## config.mk

```make
export PLATFORM = sky130hd
export DESIGN_NAME = alu_seq
export DESIGN_NICKNAME = d
export VERILOG_FILES = /design/src/rtl/alu_pkg.sv /design/src/rtl/alu4.sv /design/src/rtl/alu_seq.sv
export SDC_FILE = /design/constraint.sdc
export NUM_CORES = 1
export LEC_CHECK = 0
export CAP_MARGIN = 20
export CELL_PAD_IN_SITES_DETAIL_PLACEMENT = 0
export CELL_PAD_IN_SITES_GLOBAL_PLACEMENT = 1
export CORE_UTILIZATION = 44
export DETAILED_ROUTE_END_ITERATION = 12
export PLACE_DENSITY_LB_ADDON = 0.15
export SYNTH_ARGS = -nofsm -noshare
export SYNTH_HDL_FRONTEND = slang
export SYNTH_SLANG_ARGS = --single-unit
```

## constraint.sdc

```tcl
create_clock -name clk -period 7.7 [get_ports clk]
set_input_delay 2.31 -clock clk [delete_from_list [all_inputs] [get_ports clk]]
set_output_delay 2.31 -clock clk [all_outputs]
set_load 0.005 [all_outputs]
```

## src/rtl/alu_pkg.sv

```systemverilog
// Shared constants for the sequential ALU:
// opcodes, ALU select encodings and FSM states.
package alu_pkg;

  localparam logic [3:0] OP_MUL = 4'b1000;

  typedef enum logic [2:0] {
    SEL_ADD = 3'b000,
    SEL_SUB = 3'b001,
    SEL_NOT = 3'b010,
    SEL_AND = 3'b011,
    SEL_OR  = 3'b100,
    SEL_XOR = 3'b101,
    SEL_SLT = 3'b110,
    SEL_ZT  = 3'b111
  } sel_e;

  typedef enum logic [1:0] {
    S_IDLE = 2'b00,
    S_EXEC = 2'b01,
    S_MUL  = 2'b10,
    S_DONE = 2'b11
  } state_e;

endpackage

```

## src/rtl/alu4.sv

```systemverilog
// Combinational 4-bit ALU shared by single ops
// and the shift-add multiplier.
module alu4
  import alu_pkg::*;
(
  input  logic [3:0] a_i,
  input  logic [3:0] b_i,
  input  sel_e       sel_i,
  output logic [3:0] result_o,
  output logic       carry_o,
  output logic       overflow_o,
  output logic       zero_o
);

  logic [4:0] sum;
  logic [4:0] diff;

  // Subtract as a + ~b + 1; carry is the no-borrow flag.
  assign sum  = {1'b0, a_i} + {1'b0, b_i};
  assign diff = {1'b0, a_i} + {1'b0, ~b_i} + 5'd1;

  always_comb begin
    result_o   = 4'd0;
    carry_o    = 1'b0;
    overflow_o = 1'b0;
    unique case (sel_i)
      SEL_ADD: begin
        result_o   = sum[3:0];
        carry_o    = sum[4];
        overflow_o = (a_i[3] == b_i[3]) && (sum[3] != a_i[3]);
      end
      SEL_SUB: begin
        result_o   = diff[3:0];
        carry_o    = diff[4];
        overflow_o = (a_i[3] != b_i[3]) && (diff[3] != a_i[3]);
      end
      SEL_NOT: result_o = ~a_i;
      SEL_AND: result_o = a_i & b_i;
      SEL_OR:  result_o = a_i | b_i;
      SEL_XOR: result_o = a_i ^ b_i;
      SEL_SLT: result_o = {3'b000, $signed(a_i) < $signed(b_i)};
      SEL_ZT:  result_o = {3'b000, a_i == 4'd0};
    endcase
  end

  assign zero_o = (result_o == 4'd0);

endmodule

```

## src/rtl/alu_seq.sv

```systemverilog
// Sequential ALU: one command in flight, single ops in
// one cycle, 4x4 multiply by 4-step shift-add.
module alu_seq
  import alu_pkg::*;
(
  input  logic       clk,
  input  logic       rst,
  input  logic       in_valid,
  output logic       in_ready,
  input  logic [3:0] in_op,
  input  logic [3:0] in_a,
  input  logic [3:0] in_b,
  output logic       out_valid,
  input  logic       out_ready,
  output logic [7:0] out_result,
  output logic       out_carry,
  output logic       out_overflow,
  output logic       out_zero,
  output logic       out_err
);

  state_e      state_q, state_d;
  logic [3:0]  op_q, op_d;
  logic [3:0]  a_q, a_d;
  logic [3:0]  b_q, b_d;
  logic [8:0]  acc_q, acc_d;
  logic [1:0]  step_q, step_d;
  logic        last_q, last_d;
  logic [7:0]  res_q, res_d;
  logic        cy_q, cy_d;
  logic        ov_q, ov_d;
  logic        zf_q, zf_d;
  logic        err_q, err_d;

  logic        in_mul;
  logic [3:0]  alu_a, alu_b, alu_r;
  sel_e        alu_sel;
  logic        alu_c, alu_v, alu_z;

  // The multiplier borrows the ALU adder for P_hi + a.
  assign in_mul  = (state_q == S_MUL);
  assign alu_a   = in_mul ? acc_q[7:4] : a_q;
  assign alu_b   = in_mul ? a_q : b_q;
  assign alu_sel = in_mul ? SEL_ADD : sel_e'(op_q[2:0]);

  alu4 u_alu (
    .a_i        (alu_a),
    .b_i        (alu_b),
    .sel_i      (alu_sel),
    .result_o   (alu_r),
    .carry_o    (alu_c),
    .overflow_o (alu_v),
    .zero_o     (alu_z)
  );

  always_comb begin
    state_d = state_q;
    op_d    = op_q;
    a_d     = a_q;
    b_d     = b_q;
    acc_d   = acc_q;
    step_d  = step_q;
    last_d  = last_q;
    res_d   = res_q;
    cy_d    = cy_q;
    ov_d    = ov_q;
    zf_d    = zf_q;
    err_d   = err_q;
    unique case (state_q)
      S_IDLE: begin
        if (in_valid) begin
          op_d    = in_op;
          a_d     = in_a;
          b_d     = in_b;
          acc_d   = {5'd0, in_b};
          step_d  = 2'd0;
          last_d  = 1'b0;
          state_d = (in_op == OP_MUL) ? S_MUL : S_EXEC;
        end
      end
      S_EXEC: begin
        res_d   = op_q[3] ? 8'd0 : {4'd0, alu_r};
        cy_d    = op_q[3] ? 1'b0 : alu_c;
        ov_d    = op_q[3] ? 1'b0 : alu_v;
        zf_d    = op_q[3] ? 1'b0 : alu_z;
        err_d   = op_q[3];
        state_d = S_DONE;
      end
      S_MUL: begin
        if (last_q) begin
          res_d   = acc_q[7:0];
          cy_d    = 1'b0;
          ov_d    = 1'b0;
          zf_d    = (acc_q[7:0] == 8'd0);
          err_d   = 1'b0;
          state_d = S_DONE;
        end else begin
          acc_d  = acc_q[0] ? ({alu_c, alu_r, acc_q[3:0]} >> 1)
                            : ({1'b0, acc_q[7:0]} >> 1);
          step_d = step_q + 2'd1;
          last_d = (step_q == 2'd3);
        end
      end
      S_DONE: begin
        if (out_ready) state_d = S_IDLE;
      end
    endcase
  end

  always_ff @(posedge clk) begin
    if (rst) begin
      state_q <= S_IDLE;
      op_q    <= 4'd0;
      a_q     <= 4'd0;
      b_q     <= 4'd0;
      acc_q   <= 9'd0;
      step_q  <= 2'd0;
      last_q  <= 1'b0;
      res_q   <= 8'd0;
      cy_q    <= 1'b0;
      ov_q    <= 1'b0;
      zf_q    <= 1'b0;
      err_q   <= 1'b0;
    end else begin
      state_q <= state_d;
      op_q    <= op_d;
      a_q     <= a_d;
      b_q     <= b_d;
      acc_q   <= acc_d;
      step_q  <= step_d;
      last_q  <= last_d;
      res_q   <= res_d;
      cy_q    <= cy_d;
      ov_q    <= ov_d;
      zf_q    <= zf_d;
      err_q   <= err_d;
    end
  end

  assign in_ready     = (state_q == S_IDLE);
  assign out_valid    = (state_q == S_DONE);
  assign out_result   = res_q;
  assign out_carry    = cy_q;
  assign out_overflow = ov_q;
  assign out_zero     = zf_q;
  assign out_err      = err_q;

endmodule
```

==> flow_summary.yaml <==
grt:
  grt_use_total_pct: 22.30
  grt_pass1_vias: 1945
  grt_antenna_before_repair: 0
  grt_max_degree: 42
  grt_pass1_wl_mm: 9.522
  grt_overflow: 0
timing:
  setup_violations: 0
  finalSetupTns_ps: 0
  setup_slack_ps: 3699
  layout_min_cycle_time_ps: 4001
  tightestPinTransition_ps: 692.2
  skew_ps: 7.568
  fmax_mhz: 250.0
  whs_ps: 459.2
  final_hold_viol_count: 0
  fin_crit_sh_pct: 51.96
  rsz0062_at_grt: "no"
  slew_headroom_pct: 53.36
  drv_slew: 0
run:
  cap_viol_max_count: 0
clocking:
  post_cts_resized: 0
  cts.path.max_buffers: 2
  clock_latency_ps: 300
  cts.hold.buffers_added: 0
  cts_tree: "done"
  htree_levels: 2
  clockRootBuffer: "clkbuf_8"
  cts_buffers: 5
  clock_sinks: 37
  cts_setup_buffers: 0
  clk_pin_slew_ps: 70
status:
  status: "finished, final reports clean"
power:
  leakagePower_nw: 1.048
  cellPowerDensity_nw_per_um2: 315.5
  ir_worst_vdd_uv: 156.1
finish:
  nets: 352
  fillerInstances: 516
  drive_gt1_share_pct: 7.547
  n_antenna_cell: 0
  areaGrowthSynthToFinish_pct: 16.84
routing:
  first_iter_violations: 214
  wl_per_cell_um: 15.05
  dr.pass1.iters: 4
  vias: 2191
  postRouteAntennaNets: 0
  viasPerCell: 5.647
  wirelength_mm: 5.841
  drc: 0
floorplan:
  dieHeight_um: 75.62
  boundaryPins: 30
  row_count: 26
  core-area_um2: 5172
  dieArea_um2: 5718
  dieWidth_um: 75.62
  initial_core_util_pct: 46.11
placement:
  portBuffers: 29
  gp_congestion: 0.8410
  dp_hpwl_mm: 4.270
  preCtsSetupSlack_ps: 3762
logic_synthesis:
  yosysUniqueCellTypes: 53
  netlist_area_um2: 2385
  synth-seq-cells: 37
  synth_warnings: 0
  ys_seq_area_share_pct: 31.06
  synthArstFlopShare_pct: 0
  syn-num-nets: 332
  syn_area_per_cell_um2: 8.030
  synthCells: 297
  synth_flop_cell: "dfxtp_1"
  synth_edf_count: 0
setup_path:
  critPathCaptureType: "output port"
  critical_path_class: "reg -> out"
  crit_arrival_ps: 1690
  cp.required_ps: 5390
  start_kind: "flop"
  critPathMaxFanout: 11
min_path:
  hold_class: "reg -> reg"
cell usage in the layout, fill, tap and decap left out, types with 4 or more instances in the layout:
cell type and instances:
nand2_1 35, nor2_1 30, nor3_1 7, mux2_2 7, o21ai_0 13, a21oi_1 33
xnor2_1 5, nand2b_1 4, clkbuf_8 6, ha_1 17, inv_1 19, mux2i_1 5
dfxtp_1 37, nand3_1 4, a211oi_1 7, nor4_1 4, a32oi_1 8, clkdlybuf4s50_1 29
logic make-up (layout without fill, tap and decap cells):
kind of cell	after synthesis	in the layout	share of synthesized area, %
compound gates	87	87	24.82
xor+xnor	5	5	1.836
fa+ha+maj	19	19	10.60
buf+inv	38	59	6.978
flops	37	37	31.06
mux	12	12	5.404
simple gates	99	99	19.31
final cells by class:
cell class / instances / area [um2] / area share (%)
multi-input combinational: 222 / 1478 / 53.03
tap: 70 / 87.58 / 3.143
clock inverter: 2 / 13.76 / 0.4939
sequential: 37 / 740.7 / 26.58
inverter: 19 / 71.32 / 2.559
clock buffer: 6 / 82.58 / 2.964
timing repair buffer: 32 / 312.8 / 11.23
metrics by stage:
step                      utilization, %  std cells  total power (W)  area [um2]
after floorplan                        -        297        0.0006117        2385
after global placement             52.01        380        0.0007324        2690
after detailed placement           52.01        380        0.0007339        2690
after CTS                          53.87        388        0.0008815        2786
after global routing               53.87        388        0.0009540        2786
final                              53.87        388        0.0008790        2786
layer usage:
metal  track usage [%]  vias up  part of all wire, %  routed length (um)
met1             31.50     1017                   48                2818
met5                 0        -                    0                   0
met2             34.33       72                   45                2616
met3             4.365        6                  5.6                 330
met4             6.790        0                  1.3                  76
li1                  -     1096                    -                   -
power breakdown:
part	switching [W]	internal, W
clock	0.0000733	0.0000726
combinational	0.000267	0.000195
sequential	0.0000413	0.000230
registers in the layout (all words and copies together), names as in the netlist, 2 cells and up:
name	cells
a_q	4
acc_q	8
b_q	4
op_q	4
out_result	8
state_q	2
step_q	2
critical path, cell delays in order, from the launching register on:
cell and delay (ps):
dfxtp_1 340, inv_1 110, ha_1 380, clkdlybuf4s50_1 570
final timing paths:
kind,start,end,slack (ps),cells after the start
setup / recovery,state_q[0],in_ready,3700,3
hold / removal,b_q[2],b_q[2],460,2
setup reg to reg,state_q[0],out_zero,4190,11
hold reg to reg,b_q[2],b_q[2],460,2
Yosys cell counts (2+ instances only):
| cell type | n | share of area (%) |
|---|---|---|
| a2bb2oi_1 | 2 | 0.73 |
| o21ai_0 | 13 | 2.7 |
| buf_2 | 7 | 1.5 |
| a32oi_1 | 8 | 2.9 |
| o211ai_2 | 2 | 1.0 |
| mux2i_1 | 5 | 2.1 |
| mux2_2 | 7 | 3.3 |
| nor2_1 | 30 | 4.7 |
| nor4_1 | 4 | 1.0 |
| fa_1 | 2 | 1.7 |
| a21oi_1 | 33 | 6.9 |
| a211oi_1 | 7 | 2.2 |
| nor2b_1 | 3 | 0.79 |
| o21bai_1 | 2 | 0.63 |
| clkbuf_1 | 7 | 1.1 |
| xnor2_1 | 5 | 1.8 |
| or3_1 | 3 | 0.79 |
| nand3_1 | 4 | 0.84 |
| buf_4 | 2 | 0.63 |
| nand2b_1 | 4 | 1.0 |
| and4b_1 | 2 | 0.84 |
| dfxtp_1 | 37 | 31 |
| ha_1 | 17 | 8.9 |
| a31oi_1 | 2 | 0.52 |
| nor3_1 | 7 | 1.5 |
| buf_1 | 2 | 0.31 |
| nand2_1 | 35 | 5.5 |
| inv_1 | 19 | 3.0 |
| o211ai_1 | 2 | 0.63 |
Power figures use the tool's default switching activity.
